===== config.mk =====
export PLATFORM = sky130hd
export DESIGN_NAME = dot8_packer
export DESIGN_NICKNAME = d
export VERILOG_FILES = /design/src/rtl/dot8_pkg.sv /design/src/rtl/dot8_packer.sv
export SDC_FILE = /design/constraint.sdc
export NUM_CORES = 1
export LEC_CHECK = 0
export CAP_MARGIN = 40
export CORE_UTILIZATION = 30
export DETAILED_ROUTE_END_ITERATION = 16
export GPL_TIMING_DRIVEN = 0
export PLACE_DENSITY = 0.58
export RECOVER_POWER = 100
export SYNTH_ARGS = -nofsm -noshare
export SYNTH_HDL_FRONTEND = slang
export SYNTH_SLANG_ARGS = --single-unit

===== constraint.sdc =====
create_clock -name clk -period 13.8 [get_ports clk]
set_input_delay 2.76 -clock clk [delete_from_list [all_inputs] [get_ports clk]]
set_output_delay 2.76 -clock clk [all_outputs]
set_load 0.01 [all_outputs]

===== src/rtl/dot8_pkg.sv =====
// Shared constants and lane mapping for the 8-lane dot-product path.
// Used by dot8_packer and by the engine that consumes its vectors.
package dot8_pkg;

    localparam int DOT8_LANES = 8;

    // Width of the populated-lane count (1..8 needs 4 bits).
    localparam int OLANES_W = 4;

    // Bit offset of a lane inside a packed vector; lane 0 is the LSB.
    function automatic int lane_lo(input int lane, input int width);
        return lane * width;
    endfunction

endpackage


===== src/rtl/dot8_packer.sv =====
// Serial-to-parallel packer feeding the 8-lane dot-product engine.
// Ports:
//   clk, rst        rising-edge clock, async active-high reset
//   ivalid          element pair valid (no ready; always accepted)
//   ia, ib          signed elements for vec0 / vec1
//   ilast           element closes the current dot product
//   vec0, vec1      packed vectors, lane k at [k*IWIDTH +: IWIDTH]
//   ovalid          one-cycle pulse per emitted vector
//   olast           emitted vector closes a dot product
//   olanes          populated lanes in the emitted vector (1..8)
//   ovec_idx        index of the vector within its dot product
module dot8_packer
    import dot8_pkg::*;
#(
    parameter int IWIDTH = 8,
    parameter int CWIDTH = 16
) (
    input  logic                         clk,
    input  logic                         rst,
    input  logic                         ivalid,
    input  logic [IWIDTH-1:0]            ia,
    input  logic [IWIDTH-1:0]            ib,
    input  logic                         ilast,
    output logic [DOT8_LANES*IWIDTH-1:0] vec0,
    output logic [DOT8_LANES*IWIDTH-1:0] vec1,
    output logic                         ovalid,
    output logic                         olast,
    output logic [OLANES_W-1:0]          olanes,
    output logic [CWIDTH-1:0]            ovec_idx
);

    localparam int VW = DOT8_LANES * IWIDTH;
    localparam logic [CWIDTH-1:0] IDX_ONE = 1;

    logic [2:0]        cnt;
    logic [CWIDTH-1:0] idx;
    logic [IWIDTH-1:0] stg_a [0:DOT8_LANES-2];
    logic [IWIDTH-1:0] stg_b [0:DOT8_LANES-2];

    logic          emit;
    logic [VW-1:0] nv0;
    logic [VW-1:0] nv1;

    assign emit = ivalid && ((cnt == 3'd7) || ilast);

    // Lanes below cnt come from staging, lane cnt takes the incoming
    // element, everything above stays zero so stale staging never leaks.
    always_comb begin
        nv0 = '0;
        nv1 = '0;
        for (int k = 0; k < DOT8_LANES - 1; k++) begin
            if (3'(k) < cnt) begin
                nv0[lane_lo(k, IWIDTH) +: IWIDTH] = stg_a[k];
                nv1[lane_lo(k, IWIDTH) +: IWIDTH] = stg_b[k];
            end
        end
        for (int k = 0; k < DOT8_LANES; k++) begin
            if (3'(k) == cnt) begin
                nv0[lane_lo(k, IWIDTH) +: IWIDTH] = ia;
                nv1[lane_lo(k, IWIDTH) +: IWIDTH] = ib;
            end
        end
    end

    always_ff @(posedge clk or posedge rst) begin
        if (rst) begin
            cnt      <= '0;
            idx      <= '0;
            vec0     <= '0;
            vec1     <= '0;
            ovalid   <= 1'b0;
            olast    <= 1'b0;
            olanes   <= '0;
            ovec_idx <= '0;
            for (int k = 0; k < DOT8_LANES - 1; k++) begin
                stg_a[k] <= '0;
                stg_b[k] <= '0;
            end
        end else begin
            ovalid <= emit;
            if (emit) begin
                cnt      <= '0;
                vec0     <= nv0;
                vec1     <= nv1;
                olast    <= ilast;
                olanes   <= OLANES_W'(cnt) + OLANES_W'(1);
                ovec_idx <= idx;
                idx      <= ilast ? '0 : idx + IDX_ONE;
            end else if (ivalid) begin
                cnt <= cnt + 3'd1;
                for (int k = 0; k < DOT8_LANES - 1; k++) begin
                    if (cnt == 3'(k)) begin
                        stg_a[k] <= ia;
                        stg_b[k] <= ib;
                    end
                end
            end
        end
    end

endmodule


Word level (Yosys, flattened, before mapping). Cells that the tools add are included.

Output and inout bits: 150. Input port bits: 20. Logic and storage cells: 91. Register bits: 281.

Bitwise gates (word level): 1. Muxes and demuxes: 33. Add/subtract/negate cells: 3. Order comparisons: 7. Equal/unequal tests: 14. Reduce and logical (&&, ||, !) cells: 11.

Operators with widths (number): $mux W8 (30); $reduce_and A3 Y1 (7); $add A16 B1 Y16 const B (1); $mux W16 (1); $eq A3 B3 Y1 const A (4); $eq A3 B3 Y1 const B (4); $lt A3 B3 Y1 const A (3); $eq A2 B3 Y1 const A (2); $eq A3 B2 Y1 const B (2); $lt A1 B3 Y1 const A (2); $lt A2 B3 Y1 const A (2); $mux W3 (2); $add A3 B1 Y4 const B (1); $add A3 B1 Y3 const B (1); $eq A1 B3 Y1 const A (1); $eq A3 B1 Y1 const B (1); $logic_not A3 Y1 (1); $reduce_bool A2 Y1 (1); $logic_and A1 B1 Y1 (1); $logic_or A1 B1 Y1 (1); $not A1 Y1 (1).

Depth between registers and ports, before layout. Gate-level depths: netlist (run 1).

Word-level depth: 5. Gate-level depth with buffers: 9. Depth with buffers taken out: 7.

Worst setup path after synthesis (run 1). Ideal clock, no wire load.

Path kind: input to register. Start point: input ilast. End point: register stg_a[0] (netlist bit). Setup time: 0.125 ns. Cell stages on the path: 6. Required time: 13.675 ns. Arrival time: 4.112 ns. Slack: 9.564 ns. Buffers on the path: 3. Cells stage by stage: buf_2 nor3_4 and2_1 buf_2 buf_4 mux2_2.

Cells in the longest elaborated chain, start to end: 4.

RTL lines: start: declaration (line dot8_packer.sv:23) `input logic ilast,`; $logic_or A1 B1 Y1 (line dot8_packer.sv:44) `assign emit = ivalid && ((cnt == 3'd7) || ilast);`; $logic_and A1 B1 Y1 (line dot8_packer.sv:44); $not A1 Y1 (no source line); $reduce_and A3 Y1 (no source line); end signal: indexed assignment (line dot8_packer.sv:93) `stg_a[k] <= ia;`; end: declaration (line dot8_packer.sv:37) `logic [IWIDTH-1:0] stg_a [0:DOT8_LANES-2];`.

Every way passes these cells. A chain may end at the register's enable or synchronous reset.

==> out/metrics.cfg, run 1 <==
[outcome]
run_status=finished with violations
failed_checks=max-capacitance violations, max-slew violations

[cts]
tritoncts.num_buffers=31
cts_hold_repair.buffers=0
numClockSinks=281
post-cts-setup-buffers=0
max-clock-path-buffers=3
clkLatencyLatePin_ns=0.56
cts.root.buffer_cell=sky130_fd_sc_hd__clkbuf_16
post_cts_resize_count=0
clock_tree_from_tritoncts=done
htree_levels=1
clk_pin_slew_ns=0.06

[global_route]
grt_pass1_wl_mm=54.2
initial_antenna_violation_count=0
grt_max_degree=108
grt_pass1_vias=8654
global_route.usage.total_pct=18.3
gr-total-overflow=0

[synth]
synthesis_warning_total=0
synth.lib_cells_used.distinct=35
synthDominantAreaCellType=sky130_fd_sc_hd__dfrtp_1
yosys.cell_count.top_type=sky130_fd_sc_hd__dfrtp_1
synth_xor_xnor_area_share_pct=0.305
synth_simple_gate_area_share_pct=12.5
netlist_top_cells_area=sky130_fd_sc_hd__dfrtp_1 61%, sky130_fd_sc_hd__mux2_2 11%, sky130_fd_sc_hd__a221oi_1 7.3%
synth_fp_nets=1030
synthMuxAreaShare_pct=11.0
mappedNetlistArea_mm2=0.0115
synthTopCellsByCount=281 x sky130_fd_sc_hd__dfrtp_1, 215 x sky130_fd_sc_hd__nor2_1, 112 x sky130_fd_sc_hd__mux2_2
synth_enable_flop_cells=0
synth-compound-area-share_pct=11.2
post_synth.cell_area_avg_um2=11.4
ys_seq_elements=281
synth_fa_ha_area_share_pct=0.545
yosysSeqAreaShare_pct=61.3
share_of_flip_flops_with_an_asynchronous_set_or_reset_pct=100
dominant_combinational_cell_family_by_area_after_synthesis=simple AND/OR/NAND/NOR gates
synthesis.instances=1005
synth_ff_type=sky130_fd_sc_hd__dfrtp_1
yosys.area.top_type_share_pct=61.3

[finish]
seq_area_mm2=0.00703
antennaDiodeCount=0
fin_cells=1744
nNetsFinal=1234
multi_input_comb_area_mm2=0.00406
num-fill-cells=3748
synthToLayoutAreaGrowth_pct=29.1
fraction_of_final_layout_cells_sized_beyond_drive_strength_1_pct=14.0
final_cell_area_mm2=0.0148

[setup_path]
crit_path_cell_trace=dlygate4sd3_1 > clkinvlp_2
worstPathArrival_ns=6.15
crit_path_top_delay_cell=sky130_fd_sc_hd__clkinvlp_2
critical-path-top-delay-family=buffers and inverters
worst-setup-path-type=in2async
required_ns=13.57
critical_path.endpoint_type=asynchronous set/reset pin
startpoint_type=input pin
critPathMaxStageDelay_ns=2.77
cp_bufs_invs=2
crit_path_max_fanout=107

[pwr]
sw_ratio_pct=27.4
internal_cell_power_mw=1.65
pwr_density_cell_mw_per_mm2=153
power.clock.fraction_pct=35.4
p_seq_share_pct=47.0
worst_ir_drop_vdd_uv=95.1
comb_power_share_pct=17.6
p_leak_nw=6.62
power.total_mw=2.27
total_switching_power_uw=622

[drt]
detailedRoute.firstPassIterationCount=5
detail_route.drc_violations=0
wl_per_cell_um=20.4
first_iter_violations=522
wirelength_mm=35.5
vias_per_instance=5.01
total_via_count_after_detailed_routing=8730
drt.antenna.violating_nets=0

[timing]
min_period_over_period_pct=46.2
fmax_ghz=0.157
report.final.slew_viol_count=106
timing_hold_violations_final=0
setup_violations=0
finalSetupTns_ns=0
tightestPinTransition_ns=4.96
setup_repair_after_global_routing_missed_its_margin=no
finClkSkew_ns=0.0107
post-route-min-period_ns=6.37
slew-limit-headroom_pct=-233

[floorplanning]
initial_core_util_pct=30.5
num_io_pins=170
die_h_um=198
die_ar_mm2=0.0390
die_w_um=198
core-area_mm2=0.0377
std_cell_rows=71

[worst_hold_path]
hold_path_class=reg2reg

[place]
detailedPlacementHpwl_mm=25.2
placed_cells_incl_taps=1687
gp_routability_congestion=0.802
detailed_place.area_mm2=0.0139
io_buffers=168

[run]
max_cap_viols=1

cells in the final DEF (no fill, tap or decap), types with 9 or more instances in the layout:
master | synthesis | layout
sky130_fd_sc_hd__mux2_2 | 112 | 112
sky130_fd_sc_hd__dlygate4sd3_1 | 0 | 152
sky130_fd_sc_hd__nand3_1 | 21 | 22
sky130_fd_sc_hd__clkdlybuf4s50_1 | 0 | 16
sky130_fd_sc_hd__clkbuf_8 | 0 | 11
sky130_fd_sc_hd__a22o_1 | 17 | 17
sky130_fd_sc_hd__nand2_1 | 82 | 86
sky130_fd_sc_hd__a31oi_1 | 17 | 17
sky130_fd_sc_hd__o21ai_0 | 17 | 18
sky130_fd_sc_hd__clkbuf_1 | 68 | 84
sky130_fd_sc_hd__dfrtp_1 | 281 | 281
sky130_fd_sc_hd__clkbuf_16 | 0 | 31
sky130_fd_sc_hd__nor2_1 | 215 | 215
sky130_fd_sc_hd__a21oi_1 | 9 | 9
sky130_fd_sc_hd__a221oi_1 | 96 | 96
cells by family after synthesis:
group | count (synthesis)
adders and majority gates | 5
and+or+nand+nor | 349
muxes | 112
buffers and inverters | 90
AOI/OAI and AO/OA | 164
DFF | 281
xor gates and xnor gates | 4
area by class of cell:
cell class	count	area share (%)
sequential	281	47.4
multi-input combinational	634	27.4
timing repair buffer	171	11.8
clock buffer	49	6.43
tap	511	4.31
buffer	82	2.14
clock inverter	8	0.338
inverter	8	0.211
flip-flops by register name (all words and copies together) (netlist names):
signal,flops
cnt,3
idx,16
olanes,4
olast,1
ovalid,1
ovec_idx,16
stg_a,56
stg_b,56
vec0,64
vec1,64
routing by layer:
| layer | up-vias | share of wire (%) | track usage, % |
|---|---|---|---|
| li1 | 3979 | - | - |
| met5 | - | 0 | 0 |
| met1 | 4457 | 46 | 26.1 |
| met2 | 252 | 46 | 28.8 |
| met3 | 42 | 6.0 | 3.55 |
| met4 | 0 | 1.7 | 3.90 |
worst paths after layout:
path / start / end / slack (ns) / depth (start not counted)
max in group clk: ivalid / stg_b[20] / 7.78 / 7
worst min register to register: ovec_idx[5] / ovec_idx[5] / 0.47 / 2
worst max-delay path: rst / stg_b[10] / 7.43 / 2
min in group asynchronous: rst / vec1[57] / 4.19 / 2
worst min-delay path: ovec_idx[5] / ovec_idx[5] / 0.47 / 2
worst max register to register: cnt[1] / stg_b[20] / 10.16 / 7
stage by stage:
step                      util [%]  hold WS, ns  setup slack [ns]
final                         39.4        0.465              7.43
after global routing          39.4        0.497              6.57
after CTS                     39.5        0.477              8.87
after detailed placement      36.8        0.462              8.30
after global placement        36.6        0.462            -0.425
after floorplan                  -        0.456              3.29
power by group through the flow:
stage | registers, mW | logic, mW | clock network [mW]
after floorplan | 1.08 | 0.213 | 0
after global placement | 1.08 | 0.415 | 0
after detailed placement | 1.08 | 0.425 | 0
after CTS | 1.07 | 0.427 | 0.825
after global routing | 1.08 | 0.442 | 0.860
final | 1.07 | 0.400 | 0.804
No activity file was read; power rests on OpenSTA's default activity.
==> run 2: changes to the inputs <==
- clock period: 13.8 -> 6.7 ns (I/O delays scaled with it)
==> run 2 against run 1 <==
Against the previous run:
- the flow still finishes with violations (max-capacitance violations, max-slew violations)
- sequential cell count stayed put
- clock skew rose by 0.0059 ns
- combinational power up 110%
- first-iteration DRC count grew 5.7%
- sequential share of layout area down 0.35 points
- wire length grew 0.36%
- hold slack got worse by 0.0020 ns
- final area rose by 0.74%
- worst setup slack lost 5.3 ns
==> out/metrics.cfg, run 2 (synthesized netlist as in run 1, its figures left out) <==
[setup_path]
regToRegStartpoint=cnt[1]
startpoint_type=input pin
startpoint=ivalid
crit_end=stg_a[18]
r2r-end=stg_a[18]
required_ns=7.15  ; -6.42 ns
reg2regPathDepth=7  ; unchanged
critical_path.endpoint_type=flip-flop
worst-setup-path-type=in2reg
worstPathArrival_ns=5.01  ; -1.14 ns
crit_path_max_fanout=10  ; -91%
reg2reg_setup_slack_ns=3.05  ; -7.11 ns

[floorplanning]
initial_core_util_pct=30.5  ; unchanged
die_ar_mm2=0.0390  ; unchanged
num_io_pins=170  ; unchanged
die_h_um=198  ; unchanged
die_w_um=198  ; unchanged
core-area_mm2=0.0377  ; unchanged
std_cell_rows=71  ; unchanged

[finish]
nNetsFinal=1240  ; +0.49%
layout_commonest_cell=sky130_fd_sc_hd__dfrtp_1
layout.cells.most_common_list=281 x sky130_fd_sc_hd__dfrtp_1, 215 x sky130_fd_sc_hd__nor2_1, 152 x sky130_fd_sc_hd__dlygate4sd3_1
synthToLayoutAreaGrowth_pct=30.1
antennaDiodeCount=0  ; unchanged
final_core_utilization_pct=39.6  ; +0.29 points
fraction_of_final_layout_cells_sized_beyond_drive_strength_1_pct=14.1  ; +0.10 points
largestRegisters=vec0 x64, vec1 x64

[pwr]
p_leak_nw=6.68  ; +0.79%
pwr_density_cell_mw_per_mm2=321  ; +110%
worst_ir_drop_vdd_uv=210  ; +120%

[drt]
detail_route.drc_violations=0  ; unchanged
detailedRoute.firstPassIterationCount=5  ; unchanged
vias_per_instance=5.00  ; about the same
first_iter_violations=552  ; +5.7%
wl_per_cell_um=20.4  ; about the same
total_via_count_after_detailed_routing=8748  ; +0.21%
wirelength_mm=35.6  ; +0.36%
drt.antenna.violating_nets=0  ; unchanged

[cts]
numClockSinks=281  ; unchanged
post_cts_resize_count=0  ; unchanged
clkLatencyLatePin_ns=0.57  ; about the same
post-cts-setup-buffers=0  ; unchanged
max-clock-path-buffers=3  ; unchanged
cts_hold_repair.buffers=0  ; unchanged
htree_levels=1  ; unchanged
clk_pin_slew_ns=0.06  ; about the same
clock_tree_from_tritoncts=done
cts.root.buffer_cell=sky130_fd_sc_hd__clkbuf_16
tritoncts.num_buffers=31  ; unchanged

[timing]
slew-limit-headroom_pct=-44.8  ; +190 points
tightestPinTransition_ns=2.17  ; -2.79 ns
post-route-min-period_ns=4.55
min_period_over_period_pct=68.0
setup_violations=0  ; unchanged
finalSetupTns_ns=0  ; unchanged
report.final.slew_viol_count=104  ; -1.9%
worst_hold_slack_ns=0.463  ; -0.00200 ns
timing_hold_violations_final=0  ; unchanged
finClkSkew_ns=0.0166  ; +0.00588 ns
setup_repair_after_global_routing_missed_its_margin=no
fmax_ghz=0.220

[global_route]
grt_pass1_vias=8761  ; +1.2%
gr-total-overflow=0  ; unchanged
global_route.usage.total_pct=18.4  ; +0.092 points
grt_max_degree=38  ; -65%
initial_antenna_violation_count=0  ; unchanged
grt_pass1_wl_mm=54.6  ; +0.66%

[place]
gp_routability_congestion=0.802  ; about the same
detailedPlacementHpwl_mm=25.7  ; +1.9%
io_buffers=168  ; unchanged

[outcome]
failed_checks=max-capacitance violations, max-slew violations
run_status=finished with violations

[run]
max_cap_viols=3  ; +2

[worst_hold_path]
hold_path_class=reg2reg

## run 2: changes by cell type in the layout (fill, tap and decap cells not counted)
cell                         delta
sky130_fd_sc_hd__clkinv_4       -1
sky130_fd_sc_hd__clkbuf_1       +3
sky130_fd_sc_hd__buf_16         -2
sky130_fd_sc_hd__clkinvlp_4     -1
sky130_fd_sc_hd__bufinv_16      +4
sky130_fd_sc_hd__clkinv_2       +1
sky130_fd_sc_hd__clkbuf_8       -4
sky130_fd_sc_hd__buf_12         +5
## run 2: routing by layer
metal / track usage [%] / part of all wire [%]
met1: 25.8 / 46
met2: 29.4 / 47
met3: 3.45 / 6.2
met4: 4.28 / 1.6
met5: 0 / 0
## run 2: worst min path at each step
stage,from,slack [ns],depth (start not counted),to
2_1_floorplan,idx[15],0.46,2,ovec_idx[15]
3_3_place_gp,olanes[3],0.46,2,olanes[3]
3_5_place_dp,olanes[3],0.46,2,olanes[3]
4_1_cts,olanes[3],0.47,2,olanes[3]
5_1_grt,olanes[3],0.51,2,olanes[3]
6_report,olanes[3],0.46,2,olanes[3]
## run 2: per-stage QoR
stage                     setup WS, ns  area (um^2)  total power [mW]  instances
final                             2.15        14900              4.79       1749
after global routing              2.02        14900              5.02       1749
after CTS                         3.27        15000              4.89       1749
after detailed placement          2.69        14000              3.11       1693
after global placement          -0.536        13800              3.07       1684
after floorplan                   1.64        11500              2.67       1005
## run 2: worst max-delay path, stage by stage
cell and delay [ns]:
sky130_fd_sc_hd__dlygate4sd3_1 0.79, sky130_fd_sc_hd__inv_1 0.23, sky130_fd_sc_hd__nor3_1 1.04, sky130_fd_sc_hd__and2_0 0.23
sky130_fd_sc_hd__clkbuf_1 0.39, sky130_fd_sc_hd__clkbuf_1 0.56, sky130_fd_sc_hd__mux2_2 0.41
## run 2: cell type report
| class | count | area (um^2) |
|---|---|---|
| Sequential cell | 281 | 7030 |
| Fill cell | 3713 | 22700 |
| Clock buffer | 45 | 898 |
| Inverter | 8 | 31.3 |
| Clock inverter | 11 | 159 |
| Timing Repair Buffer | 177 | 1800 |
| Multi-Input combinational cell | 634 | 4060 |
| Buffer | 82 | 317 |
| Tap cell | 511 | 639 |
## run 2: report_power, final
part / switching [mW] / total (mW) / internal, mW
clock: 0.687 / 1.76 / 1.08
sequential: 0.175 / 2.20 / 2.02
combinational: 0.420 / 0.827 / 0.407
